[config.mk]
export PLATFORM = sky130hd
export DESIGN_NAME = dmem_port_arbiter
export DESIGN_NICKNAME = d
export VERILOG_FILES = /design/src/rtl/dmem_arb_pkg.sv /design/src/rtl/dmem_rd_tag_pipe.sv /design/src/rtl/dmem_port_arbiter.sv
export SDC_FILE = /design/constraint.sdc
export NUM_CORES = 1
export LEC_CHECK = 0
export ABC_AREA = 1
export CAP_MARGIN = 0
export CORE_ASPECT_RATIO = 2
export CORE_MARGIN = 10
export CORE_UTILIZATION = 35
export CTS_BUF_LIST = sky130_fd_sc_hd__clkbuf_2
export DETAILED_ROUTE_END_ITERATION = 6
export GPL_ROUTABILITY_DRIVEN = 0
export PLACE_DENSITY = 0.92
export SYNTH_ARGS = -nofsm -noshare
export SYNTH_HDL_FRONTEND = slang
export SYNTH_HIERARCHICAL = 1
export SYNTH_SLANG_ARGS = --single-unit
[constraint.sdc]
create_clock -name clk -period 5.2 [get_ports clk]
set_input_delay 1.04 -clock clk [delete_from_list [all_inputs] [get_ports clk]]
set_output_delay 1.04 -clock clk [all_outputs]
set_load 0.1 [all_outputs]
[src/rtl/dmem_arb_pkg.sv]
// Shared constants and selection helpers for the data-memory port arbiter.
// Helpers work on a fixed MAX_REQ-wide vector; callers zero-extend their requests.
package dmem_arb_pkg;

    localparam int REQ_CPU = 0;
    localparam int REQ_VGA = 1;
    localparam int REQ_ACC = 2;

    localparam int MAX_REQ = 16;
    localparam int IDX_W   = 4;

    function automatic logic [IDX_W-1:0] onehot_to_idx(input logic [MAX_REQ-1:0] oh);
        logic [IDX_W-1:0] idx;
        idx = '0;
        for (int i = 0; i < MAX_REQ; i++) begin
            if (oh[i]) idx = idx | IDX_W'(i);
        end
        return idx;
    endfunction

    // Rotate so ptr sits at bit 0, keep the lowest set bit, rotate back.
    function automatic logic [MAX_REQ-1:0] rr_pick(input logic [MAX_REQ-1:0] req,
                                                   input logic [IDX_W-1:0]   ptr,
                                                   input int                 n);
        logic [MAX_REQ-1:0] rot;
        logic [MAX_REQ-1:0] first;
        logic [MAX_REQ-1:0] gnt;
        int                 pos;
        rot = '0;
        for (int k = 0; k < MAX_REQ; k++) begin
            if (k < n) begin
                pos = int'(ptr) + k;
                if (pos >= n) pos = pos - n;
                rot[k] = req[pos];
            end
        end
        first = rot & (-rot);
        gnt   = '0;
        for (int k = 0; k < MAX_REQ; k++) begin
            if (k < n) begin
                pos = int'(ptr) + k;
                if (pos >= n) pos = pos - n;
                gnt[pos] = first[k];
            end
        end
        return gnt;
    endfunction

endpackage

[src/rtl/dmem_rd_tag_pipe.sv]
// Carries {valid, one-hot requester id} for each granted read until the RAM
// returns its data RD_LATENCY cycles later.
module dmem_rd_tag_pipe #(
    parameter int NUM_REQ    = 3,
    parameter int RD_LATENCY = 1
) (
    input  logic               clk,
    input  logic               rst_n,
    input  logic               in_vld,
    input  logic [NUM_REQ-1:0] in_id,
    output logic               out_vld,
    output logic [NUM_REQ-1:0] out_id
);

    logic               vld_p [RD_LATENCY];
    logic [NUM_REQ-1:0] id_p  [RD_LATENCY];

    always_ff @(posedge clk or negedge rst_n) begin
        if (!rst_n) begin
            for (int k = 0; k < RD_LATENCY; k++) vld_p[k] <= 1'b0;
        end else begin
            vld_p[0] <= in_vld;
            for (int k = 1; k < RD_LATENCY; k++) vld_p[k] <= vld_p[k-1];
        end
    end

    // The id is only looked at while its valid bit is set, so it needs no reset.
    always_ff @(posedge clk) begin
        id_p[0] <= in_id;
        for (int k = 1; k < RD_LATENCY; k++) id_p[k] <= id_p[k-1];
    end

    assign out_vld = vld_p[RD_LATENCY-1];
    assign out_id  = id_p[RD_LATENCY-1];

endmodule

[src/rtl/dmem_port_arbiter.sv]
// N-requester arbiter serialising CPU, VGA and accelerator accesses onto one
// data-memory port, with read data steered back to the requester that asked.
module dmem_port_arbiter
    import dmem_arb_pkg::*;
#(
    parameter int NUM_REQ      = 3,
    parameter int ADDR_W       = 16,
    parameter int DATA_W       = 16,
    parameter int RD_LATENCY   = 1,
    parameter int RR_MODE      = 0,
    parameter int STARVE_LIMIT = 8
) (
    input  logic                      clk,
    input  logic                      rst_n,
    input  logic [NUM_REQ-1:0]        req_ren,
    input  logic [NUM_REQ-1:0]        req_wren,
    input  logic [NUM_REQ*ADDR_W-1:0] req_addr,
    input  logic [NUM_REQ*DATA_W-1:0] req_wdata,
    output logic [NUM_REQ-1:0]        req_gnt,
    output logic [NUM_REQ-1:0]        rd_valid,
    output logic [DATA_W-1:0]         rd_data,
    output logic [ADDR_W-1:0]         ram_addr,
    output logic [DATA_W-1:0]         ram_data,
    output logic                      ram_rden,
    output logic                      ram_wren,
    input  logic [DATA_W-1:0]         ram_q
);

    logic [NUM_REQ-1:0] active;
    logic [NUM_REQ-1:0] gnt_raw;
    logic [NUM_REQ-1:0] gnt;
    logic [IDX_W-1:0]   gnt_idx;
    logic               tail_vld;
    logic [NUM_REQ-1:0] tail_id;

    assign active  = req_ren | req_wren;
    // Grant is forced low while reset is held so no access leaks to the RAM.
    assign gnt     = rst_n ? gnt_raw : '0;
    assign gnt_idx = onehot_to_idx(MAX_REQ'(gnt));

    generate
        if (RR_MODE == 0) begin : g_fixed
            localparam int CNT_W = $clog2(STARVE_LIMIT + 1);

            logic [CNT_W-1:0]   wait_cnt [NUM_REQ];
            logic [NUM_REQ-1:0] starved;

            always_comb begin
                starved = '0;
                for (int i = 0; i < NUM_REQ; i++) begin
                    starved[i] = active[i] && (wait_cnt[i] == CNT_W'(STARVE_LIMIT));
                end
            end

            // Starved requesters pre-empt normal priority; lowest index wins in each group.
            assign gnt_raw = (|starved) ? (starved & (-starved)) : (active & (-active));

            always_ff @(posedge clk or negedge rst_n) begin
                if (!rst_n) begin
                    for (int i = 0; i < NUM_REQ; i++) wait_cnt[i] <= '0;
                end else begin
                    for (int i = 0; i < NUM_REQ; i++) begin
                        if (active[i] && !gnt[i]) begin
                            if (wait_cnt[i] != CNT_W'(STARVE_LIMIT)) begin
                                wait_cnt[i] <= wait_cnt[i] + CNT_W'(1);
                            end
                        end else begin
                            wait_cnt[i] <= '0;
                        end
                    end
                end
            end
        end else begin : g_rr
            localparam int PTR_W = (NUM_REQ > 1) ? $clog2(NUM_REQ) : 1;

            logic [PTR_W-1:0]   ptr;
            logic [MAX_REQ-1:0] pick_full;
            logic               pick_unused;

            assign pick_full   = rr_pick(MAX_REQ'(active), IDX_W'(ptr), NUM_REQ);
            assign gnt_raw     = pick_full[NUM_REQ-1:0];
            assign pick_unused = ^pick_full;

            always_ff @(posedge clk or negedge rst_n) begin
                if (!rst_n) begin
                    ptr <= '0;
                end else if (|gnt) begin
                    ptr <= (gnt_idx == IDX_W'(NUM_REQ - 1)) ? '0 : PTR_W'(gnt_idx + IDX_W'(1));
                end
            end
        end
    endgenerate

    // Stage p0: drive the RAM port from the granted requester.
    always_comb begin
        ram_addr = '0;
        ram_data = '0;
        if (|gnt) begin
            ram_addr = req_addr[int'(gnt_idx)*ADDR_W +: ADDR_W];
            ram_data = req_wdata[int'(gnt_idx)*DATA_W +: DATA_W];
        end
    end

    // A request with both enables set is a write and never produces read data.
    assign ram_rden = |(gnt & req_ren & ~req_wren);
    assign ram_wren = |(gnt & req_wren);
    assign req_gnt  = gnt;

    // Stage p1..pN: read tags travel alongside the RAM's own latency.
    dmem_rd_tag_pipe #(
        .NUM_REQ   (NUM_REQ),
        .RD_LATENCY(RD_LATENCY)
    ) u_tag_pipe (
        .clk    (clk),
        .rst_n  (rst_n),
        .in_vld (ram_rden),
        .in_id  (gnt),
        .out_vld(tail_vld),
        .out_id (tail_id)
    );

    assign rd_valid = tail_vld ? tail_id : '0;
    assign rd_data  = rst_n ? ram_q : '0;

endmodule

# Yosys cells after proc, flatten, opt, wreduce, memory -nomap -nowiden
# Memories as Yosys holds them, arrays and structs flattened.
# Index checks and enable logic that the tools add are counted.
[classes] addsub=5 n_eq_ne=9 shift=2 muxes=14 n_bitwise=7 reduce_logical=13
[ops] cell="$shiftx 48x7->16" count=2
[ops] cell="$mux 16" count=3
[ops] cell="$mux 4" count=6
[ops] cell="$and 3x3->3" count=5
[ops] cell="$add 4x1->4 const B" count=3
[ops] cell="$eq 4x4->1 const B" count=3
[ops] cell="$ne 4x4->1 const B" count=3
[ops] cell="$reduce_or 3->1" count=4
[ops] cell="$mux 3" count=3
[ops] cell="$logic_and 1x1->1" count=6
[ops] cell="$ne 2x1->1 const B" count=3
[ops] cell="$neg 3->3" count=2
[ops] cell="$logic_not 1->1" count=3
[ops] cell="$not 3->3" count=1
[ops] cell="$or 3x3->3" count=1
[ops] cell="$mux 2" count=1
[ops] cell="$mux 1" count=1
[totals] ff_bits=13 ramBits=3 word_cells=55 mem_count=1
[memory_table] name="u_tag_pipe.id_p" words=1 width=3 rd=1 rd_clocked_by_memory_dff=0 wr=1 line_no="dmem_rd_tag_pipe.sv:16" text="logic [NUM_REQ-1:0] id_p [RD_LATENCY];"

# Logic depth before layout (Yosys ltp)
# Gate-level depths: netlist (run 1).
[depth] ltp_word=10 mapped_depth=12 depth_no_buf=12

# Cells and area by module
# The synthesis (run 1) kept the hierarchy.
[by_module_without_submodules] mod="dmem_port_arbiter" instances=1 cells_each=396 area_per_inst_um2=2169.6 seq_area_each_um2=300.3
[by_module_without_submodules] mod="dmem_rd_tag_pipe" instances=1 cells_each=4 area_per_inst_um2=85.1 seq_area_each_um2=85.1

# Worst setup path before layout (run 1)
# OpenSTA, ideal clock, no wires.
[synth_path] kind="input to output" start="input req_wren[0]" end="output ram_addr[10]" arrival_ns=3.566 required_ns=4.160 slack_ns=0.594 path_stages=10 cell_sequence="inv_1 nand2_1 nand2_1 nand2_1 nor2_2 inv_2 nor2_8 buf_6 nand2_1 a21oi_1"
[synth_lines] item="start: declaration" line_no="dmem_port_arbiter.sv:16" text="input logic [NUM_REQ-1:0] req_wren,"
[synth_lines] item="$or 3x3->3 (*)" line_no="dmem_port_arbiter.sv:36" text="assign active = req_ren | req_wren;"
[synth_lines] item="$logic_and 1x1->1" line_no="dmem_port_arbiter.sv:51" text="starved[i] = active[i] && (wait_cnt[i] == CNT_W'(STARVE_LIMIT));"
[synth_lines] item="$neg 3->3" line_no="dmem_port_arbiter.sv:56" text="assign gnt_raw = (|starved) ? (starved & (-starved)) : (active & (-active));"
[synth_lines] item="$and 3x3->3" line_no="dmem_port_arbiter.sv:56"
[synth_lines] item="$mux 3 (*)" line_no="dmem_port_arbiter.sv:56"
[synth_lines] item="$mux 3 (*)" line_no="dmem_port_arbiter.sv:38" text="assign gnt = rst_n ? gnt_raw : '0;"
[synth_lines] item="named net req_gnt[2]" line_no="dmem_port_arbiter.sv:19" text="output logic [NUM_REQ-1:0] req_gnt,"
[synth_lines] item="$mux 2" line_no="dmem_arb_pkg.sv:16" text="if (oh[i]) idx = idx | IDX_W'(i);"
[synth_lines] item="$shiftx 48x7->16" line_no="dmem_port_arbiter.sv:99" text="ram_addr = req_addr[int'(gnt_idx)*ADDR_W +: ADDR_W];"
[synth_lines] item="$mux 16 (*)" line_no="dmem_port_arbiter.sv:98" text="if (|gnt) begin"
[synth_lines] item="end: declaration" line_no="dmem_port_arbiter.sv:22" text="output logic [ADDR_W-1:0] ram_addr,"
# The timed path passes the listed nets; every way through them passes the cells marked *.

# Worst setup path in the final report (run 1)
[layout_path] start="input req_ren[2]" end="output ram_rden"
[layout_between] elab_chain_len=9
[layout_rtl] item="start: declaration" line_no="dmem_port_arbiter.sv:15" text="input logic [NUM_REQ-1:0] req_ren,"
[layout_rtl] item="$or 3x3->3" line_no="dmem_port_arbiter.sv:36"
[layout_rtl] item="$logic_and 1x1->1" line_no="dmem_port_arbiter.sv:51"
[layout_rtl] item="$neg 3->3" line_no="dmem_port_arbiter.sv:56"
[layout_rtl] item="$and 3x3->3" line_no="dmem_port_arbiter.sv:56"
[layout_rtl] item="$mux 3" line_no="dmem_port_arbiter.sv:56"
[layout_rtl] item="$mux 3" line_no="dmem_port_arbiter.sv:38"
[layout_rtl] item="$and 3x3->3 (*) (2 in series)" line_no="dmem_port_arbiter.sv:105" text="assign ram_rden = |(gnt & req_ren & ~req_wren);"
[layout_rtl] item="$reduce_or 3->1 (*)" line_no="dmem_port_arbiter.sv:105"
[layout_rtl] item="end: declaration" line_no="dmem_port_arbiter.sv:24" text="output logic ram_rden,"
# Mark *: on every way between the ends. The rest lies on a longest branch, timed or not.

==> qor.csv, run 1 <==
metric,value,unit
YS warnings,6,
Max Fanout on Critical Path,33,
CTS Buf Count,3,
"most common cell after layout, fill and taps aside",clkdlybuf4s50_1,
Initial Util,0.357,
ys flop type,dfrtp_1,
Pleak,0.00229,µW
Iter 0 DRT Violations,178,
number of max-cap violations,0,
DRT Wirelength,10.1,mm
"Distinct cells, synth",27,
FP Rows,41,
CP Capture Type,output pin,
DRC viols,0,
period utilization,0.861,
design area,4370,µm²
# setup viols final,0,
All-Layer GR Usage,0.194,
Layout fillers,489,
I/O pin count,176,
number of synthesized flops with an enable pin,0,
I/O Buffers,175,
"Async S/R FF share, synth",0.813,
Die Wd,76.8,µm
Worst path slowest cell,clkdlybuf4s50_1,
Slew HR,0.340,
drt first pass iters,4,
"Seq/Total Area, Yosys",0.171,
Clock Pin Slew Worst Setup and Hold Paths,0.16,ns
crit path DAT,3.44,ns
full die area,10200,µm²
maximum vdd drop,188,µV
Final ANT Viol Nets,0,
placement-stage cell area,4350,µm²
WL/cell,15.6,µm
Post-CTS Setup Bufs,0,
Vias per Instance,4.84,
RSZ-0062 raised after global routing,false,
Crit Path Category,input pin to output pin,
grt ovf,0,
startpoint class of the critical path,input pin,
most frequent CP cell,nand2_1,
FF+latch area,385,µm²
post-synthesis area per instance,5.64,µm²
area grow syn2layout,93.7,%
CORE AREA,6310,µm²
hold crit path type,flip-flop to flip-flop,
Crit path required time,4.16,ns
crit-path cells,clkdlybuf4s50_1 -> inv_1 -> nand2_1 -> nand2_1 -> nand2_1 -> nand2_2 -> nand2_2 -> buf_4 -> inv_1 -> nand3_1 -> nand3_1 -> buf_12,
htree depth,1,
die height,134,µm
CTS hold repair buffers,0,
initial antenna violation count,0,
clock sinks,16,
cell family with most CP delay,buffers and inverters,
"Hold Vio Cnt, Final",0,
most frequent cells in the layout,"122 x clkdlybuf4s50_1, 110 x nand2_1, 101 x inv_1",
maximum clock insertion buffer count,2,
Worst Clk Skew,0.00914,ns
largest net degree at the start of global routing,34,
via count,3150,
Post-Route Setup TNS,0,ns
detailed placement HPWL,8.65,mm
first-pass GRT wire length,16.4,mm
Syn Std Cell Area,2250,µm²
Fmax,223,MHz
Ant. Diodes,0,
vias in the first global route,3435,
Worst Path Buf+Inv,5,
"slowest stage delay, CP",0.49,ns
Slew Limit Fails,0,
synthesis-stage register bit count,16,
clk root buf,clkbuf_2,
Final Critical Period,4.48,ns
slew of the pin with the lowest slew margin,0.986,ns
status,completed,
fin nets,692,
Power Density,308,nW/µm²
post-CTS sizing,0,
TritonCTS clock tree,done,
"Clk Latency, worst-skew pair",0.32,ns
synthesized instance count,400,
"Net Count, Synth",526,
layout cell share with drive strength beyond 1,0.166,
Multi-input gate area,1350,µm²
## report_power, final
part           total (µW)  switching, µW  leakage, µW  internal, µW
Combinational        1100            716      0.00208           384
Clock                59.8           43.1    0.0000140          16.7
Sequential            186           31.9     0.000194           155
Total                1350            791      0.00229           556
## sequential cells by signal, summed over array words and instances, names as in the netlist
name and cells:
g_fixed.wait_cnt 12, u_tag_pipe/id_p 3, u_tag_pipe/out_vld 1
## tightest hold or removal path, stage by stage (launching register included)
cell	delay, ns
dfrtp_1	0.42
nand2_1	0.06
o21ai_0	0.07
## synthesized netlist by cell type, types with 4 or more instances
master | number | share of area
buf_6 | 6 | 0.030
buf_2 | 7 | 0.016
nor2_1 | 13 | 0.022
nand3_1 | 74 | 0.16
nand2_1 | 110 | 0.18
a21oi_2 | 20 | 0.078
nor2_4 | 4 | 0.020
inv_1 | 101 | 0.17
ha_1 | 6 | 0.033
buf_1 | 4 | 0.0067
dfrtp_1 | 13 | 0.14
a21oi_1 | 13 | 0.029
## cell families after synthesis
group | synth area share
buf+inv | 0.229
fa+ha+maj | 0.0333
flops | 0.171
compound gates | 0.119
simple gates | 0.425
xor+xnor | 0.0233
## final timing paths
| path | start | end | slack, ns | cells after the start |
|---|---|---|---|---|
| worst max-delay path | req_ren[2] | ram_rden | 0.72 | 12 |
| max in group asynchronous | rst_n | u_tag_pipe/out_vld | 3.86 | 2 |
| worst max register to register | g_fixed.wait_cnt[0] | u_tag_pipe/out_vld | 2.59 | 12 |
| worst min-delay path | g_fixed.wait_cnt[9] | g_fixed.wait_cnt[9] | 0.57 | 2 |
| min in group asynchronous | rst_n | g_fixed.wait_cnt[10] | 1.09 | 2 |
| worst min register to register | g_fixed.wait_cnt[9] | g_fixed.wait_cnt[9] | 0.57 | 2 |
## per-layer routing
metal | vias up | global-route usage | share of wire
met5 | - | 0 | 0
met4 | 0 | 0.0956 | 0.043
met3 | 27 | 0.0633 | 0.076
met2 | 131 | 0.384 | 0.57
met1 | 1461 | 0.164 | 0.31
li1 | 1531 | - | -
## per-stage QoR
step,instances,hold WS [ns],total power [µW],util,setup WS (ns)
2_1_floorplan,400,0.496,881,-,0.594
3_3_place_gp,647,0.522,1270,0.689,0.830
3_5_place_dp,647,0.526,1290,0.689,0.715
4_1_cts,651,0.568,1350,0.692,0.709
5_1_grt,651,0.611,1410,0.692,0.469
6_report,651,0.570,1350,0.692,0.721
## final cells by class
cell class              instances  area share
repair buffers                181       0.484
multi-input cells             261       0.310
inverters                     103      0.0885
flip-flops and latches         16      0.0883
well taps                      86      0.0246
clock buffers                   3     0.00344
clock inverters                 1    0.000860
No activity file was read; power rests on OpenSTA's default activity.
==> run 2, diff against run 1 <==
Settings changed: ABC_AREA 1 to default, CORE_UTILIZATION 35 to 33, PLACE_DENSITY 0.92 to 0.95.
==> run 2 against run 1 <==
  * Clock-buffer cell count is the same
  * Cell area shrank 17%
  * Clock power shrank 4.0%
  * Power shrank 23%
  * Critical endpoint is now ram_data[9]
  * Largest cell class unchanged
==> qor.csv, run 2 <==
metric,value,unit,change
status,completed,,unchanged
"Seq/Total Area, Yosys",0.212,,was 0.171
Crit path required time,4.16,ns,about the same
synthesized instance count,230,,was 400
via count,2507,,was 3150
Multi-input gate area,1270,µm²,was 1350 µm²
Layout fillers,432,,was 489
ys flop type,dfrtp_1,,unchanged
# setup viols final,0,,unchanged
slew of the pin with the lowest slew margin,0.970,ns,was 0.986 ns
"Clk Latency, worst-skew pair",0.29,ns,was 0.32 ns
Final ANT Viol Nets,0,,unchanged
Slew HR,0.352,,was 0.340
Reg power frac,0.174,,was 0.138
number of synthesized flops with an enable pin,0,,unchanged
Power Density,284,nW/µm²,was 308 nW/µm²
drt first pass iters,5,,was 4
full die area,9050,µm²,was 10200 µm²
post-synthesis area per instance,7.90,µm²,was 5.64 µm²
htree depth,1,,unchanged
Top reg by flops,g_fixed.wait_cnt,,unchanged
largest net degree at the start of global routing,61,,was 34
Pleak,0.00152,µW,was 0.00229 µW
"most common cell after layout, fill and taps aside",clkdlybuf4s50_1,,unchanged
RSZ-0062 raised after global routing,false,,unchanged
post-CTS sizing,0,,unchanged
Max Fanout on Critical Path,28,,was 33
fin nets,518,,was 692
"Core Util, Final",0.677,,was 0.692
grt ovf,0,,unchanged
All-Layer GR Usage,0.189,,was 0.194
I/O Buffers,175,,unchanged
combinational share of power,0.770,,was 0.817
FP Rows,38,,was 41
maximum clock insertion buffer count,2,,unchanged
Synth top area share,0.182,,was 0.183
FF+latch area,385,µm²,unchanged
cells taking the most area after synthesis,"a221o_1 18%, dfrtp_1 18%, nand3_1 10%",,"was nand2_1 18%, inv_1 17%, nand3_1 16%"
CTS hold repair buffers,0,,unchanged
Worst Clk Skew,0.00173,ns,was 0.00914 ns
area grow syn2layout,100,%,was 93.7%
Die Wd,72.5,µm,was 76.8 µm
max reg flops,12,,unchanged
TritonCTS clock tree,done,,unchanged
final worst setup slack,0.815,ns,was 0.721 ns
YS warnings,6,,unchanged
crit path DAT,3.35,ns,was 3.44 ns
Iter 0 DRT Violations,143,,was 178
Setup crit start,req_wren[1],,was req_ren[2]
most frequent cells in the layout,"121 x clkdlybuf4s50_1, 44 x buf_4, 37 x nand3_1",,"was 122 x clkdlybuf4s50_1, 110 x nand2_1, 101 x inv_1"
Crit Path Category,input pin to output pin,,unchanged
layout cell share with drive strength beyond 1,0.189,,was 0.166
"Net Count, Synth",356,,was 526
CTS Buf Count,3,,unchanged
hold crit path type,input pin to asynchronous set/reset pin,,was flip-flop to flip-flop
die height,125,µm,was 134 µm
switching pwr,590,µW,was 791 µW
Syn Std Cell Area,1820,µm²,was 2250 µm²
Post-CTS Setup Bufs,0,,unchanged
initial antenna violation count,0,,unchanged
Initial Util,0.338,,was 0.357
first-pass GRT wire length,14.2,mm,was 16.4 mm
Final Critical Period,4.39,ns,was 4.48 ns
number of max-cap violations,0,,unchanged
I/O pin count,176,,unchanged
startpoint class of the critical path,input pin,,unchanged
detailed placement HPWL,7.47,mm,was 8.65 mm
vias in the first global route,2752,,was 3435
CP Capture Type,output pin,,unchanged
"Async S/R FF share, synth",0.813,,unchanged
Clk pwr share,0.056,,was 0.044
crit-path cells,clkdlybuf4s50_1 -> nor2_2 -> o21ai_2 -> a211oi_4 -> buf_12 -> a221o_1 -> buf_4,,was clkdlybuf4s50_1 -> inv_1 -> nand2_1 -> nand2_1 -> nand2_1 -> nand2_2 -> nand2_2 -> buf_4 -> inv_1 -> nand3_1 -> nand3_1 -> buf_12
"slowest stage delay, CP",0.61,ns,was 0.49 ns
commonest cells in the netlist,"37 x nand3_1, 34 x a21oi_1, 33 x a221o_1",,"was 110 x nand2_1, 101 x inv_1, 74 x nand3_1"
Clock Pin Slew Worst Setup and Hold Paths,0.16,ns,about the same
DRT Wirelength,8.92,mm,was 10.1 mm
Internal,444,µW,was 556 µW
Slew Limit Fails,0,,unchanged
"Hold Vio Cnt, Final",0,,unchanged
maximum vdd drop,260,µV,was 188 µV
Vias per Instance,5.56,,was 4.84
CORE AREA,5370,µm²,was 6310 µm²
period utilization,0.843,,was 0.861
Fmax,228,MHz,was 223 MHz
"Distinct cells, synth",37,,was 27
synthesis-stage register bit count,16,,unchanged
clk root buf,clkbuf_2,,unchanged
Worst path slowest cell,a211oi_4,,was clkdlybuf4s50_1
Post-Route Setup TNS,0,ns,unchanged
clock sinks,16,,unchanged
Critical R2R Launch,g_fixed.wait_cnt[8],,was g_fixed.wait_cnt[0]
Ant. Diodes,0,,unchanged
WL/cell,19.8,µm,was 15.6 µm
Place WS,0.832,ns,was 0.715 ns
"count leader, synth",nand3_1,,was nand2_1
DRC viols,0,,unchanged
sw frac,0.571,,was 0.587
"area leader, netlist",a221o_1,,was nand2_1
## run 2: cell types whose count changed after synthesis, sizes merged, moves of 10 or more
cell | previous run | this run
nor2 | 20 | 7
inv | 103 | 12
clkbuf | 3 | 13
nand2 | 113 | 3
nand3 | 74 | 37
a221o | 0 | 33
and2 | 0 | 19
## run 2: metrics by stage
stage	total power [µW]	instances	area [µm²]	hold WS (ns)
finish	1030	451	3640	0.542
detailed placement	984	447	3620	0.529
CTS	1040	451	3640	0.545
global placement	973	447	3620	0.512
floorplan	719	230	1820	0.493
global route	1090	451	3640	0.541
## run 2: critical path, delay by kind of cell
family | cells | cell delay [ns]
AOI/OAI and AO/OA | 3 | 0.91
buffers and inverters | 3 | 1.05
and+or+nand+nor | 1 | 0.33
## run 2: area by class of cell
| class | instances | area share |
|---|---|---|
| Clock inverter | 1 | 0.00103 |
| Clock buffer | 3 | 0.00413 |
| Multi-Input combinational cell | 178 | 0.348 |
| Sequential cell | 16 | 0.106 |
| Tap cell | 60 | 0.0206 |
| Inverter | 12 | 0.0124 |
| Timing Repair Buffer | 181 | 0.508 |
## run 2: path summary, 6_finish.rpt
check	cells past startpoint	slack, ns	to
worst max register to register	7	2.69	g_fixed.wait_cnt[0]
worst min-delay path	1	0.54	g_fixed.wait_cnt[4]
max in group asynchronous	2	3.87	g_fixed.wait_cnt[1]
worst min register to register	1	0.55	g_fixed.wait_cnt[4]
worst max-delay path	7	0.81	ram_data[9]
min in group clk	1	0.55	g_fixed.wait_cnt[4]
## run 2: power by group through the flow
stage,clock [µW],combinational (µW),sequential [µW]
after CTS,58.2,802,181
after global placement,0,791,182
after detailed placement,0,800,184
final,57.4,797,180
after floorplan,0,543,176
after global routing,63.9,838,187
## run 2: cell families after synthesis
family | Yosys count | share of synthesized area
compound gates | 85 | 0.371
simple gates | 80 | 0.247
buf+inv | 36 | 0.0944
flops | 16 | 0.212
xor+xnor | 7 | 0.0337
fa+ha+maj | 6 | 0.0413
## run 2: routing by layer
| metal | vias up | track usage | share of wire |
|---|---|---|---|
| met4 | 0 | 0.0584 | 0.025 |
| met5 | - | 0 | 0 |
| met1 | 1183 | 0.199 | 0.34 |
| li1 | 1198 | - | - |
| met3 | 14 | 0.0570 | 0.076 |
| met2 | 112 | 0.342 | 0.56 |
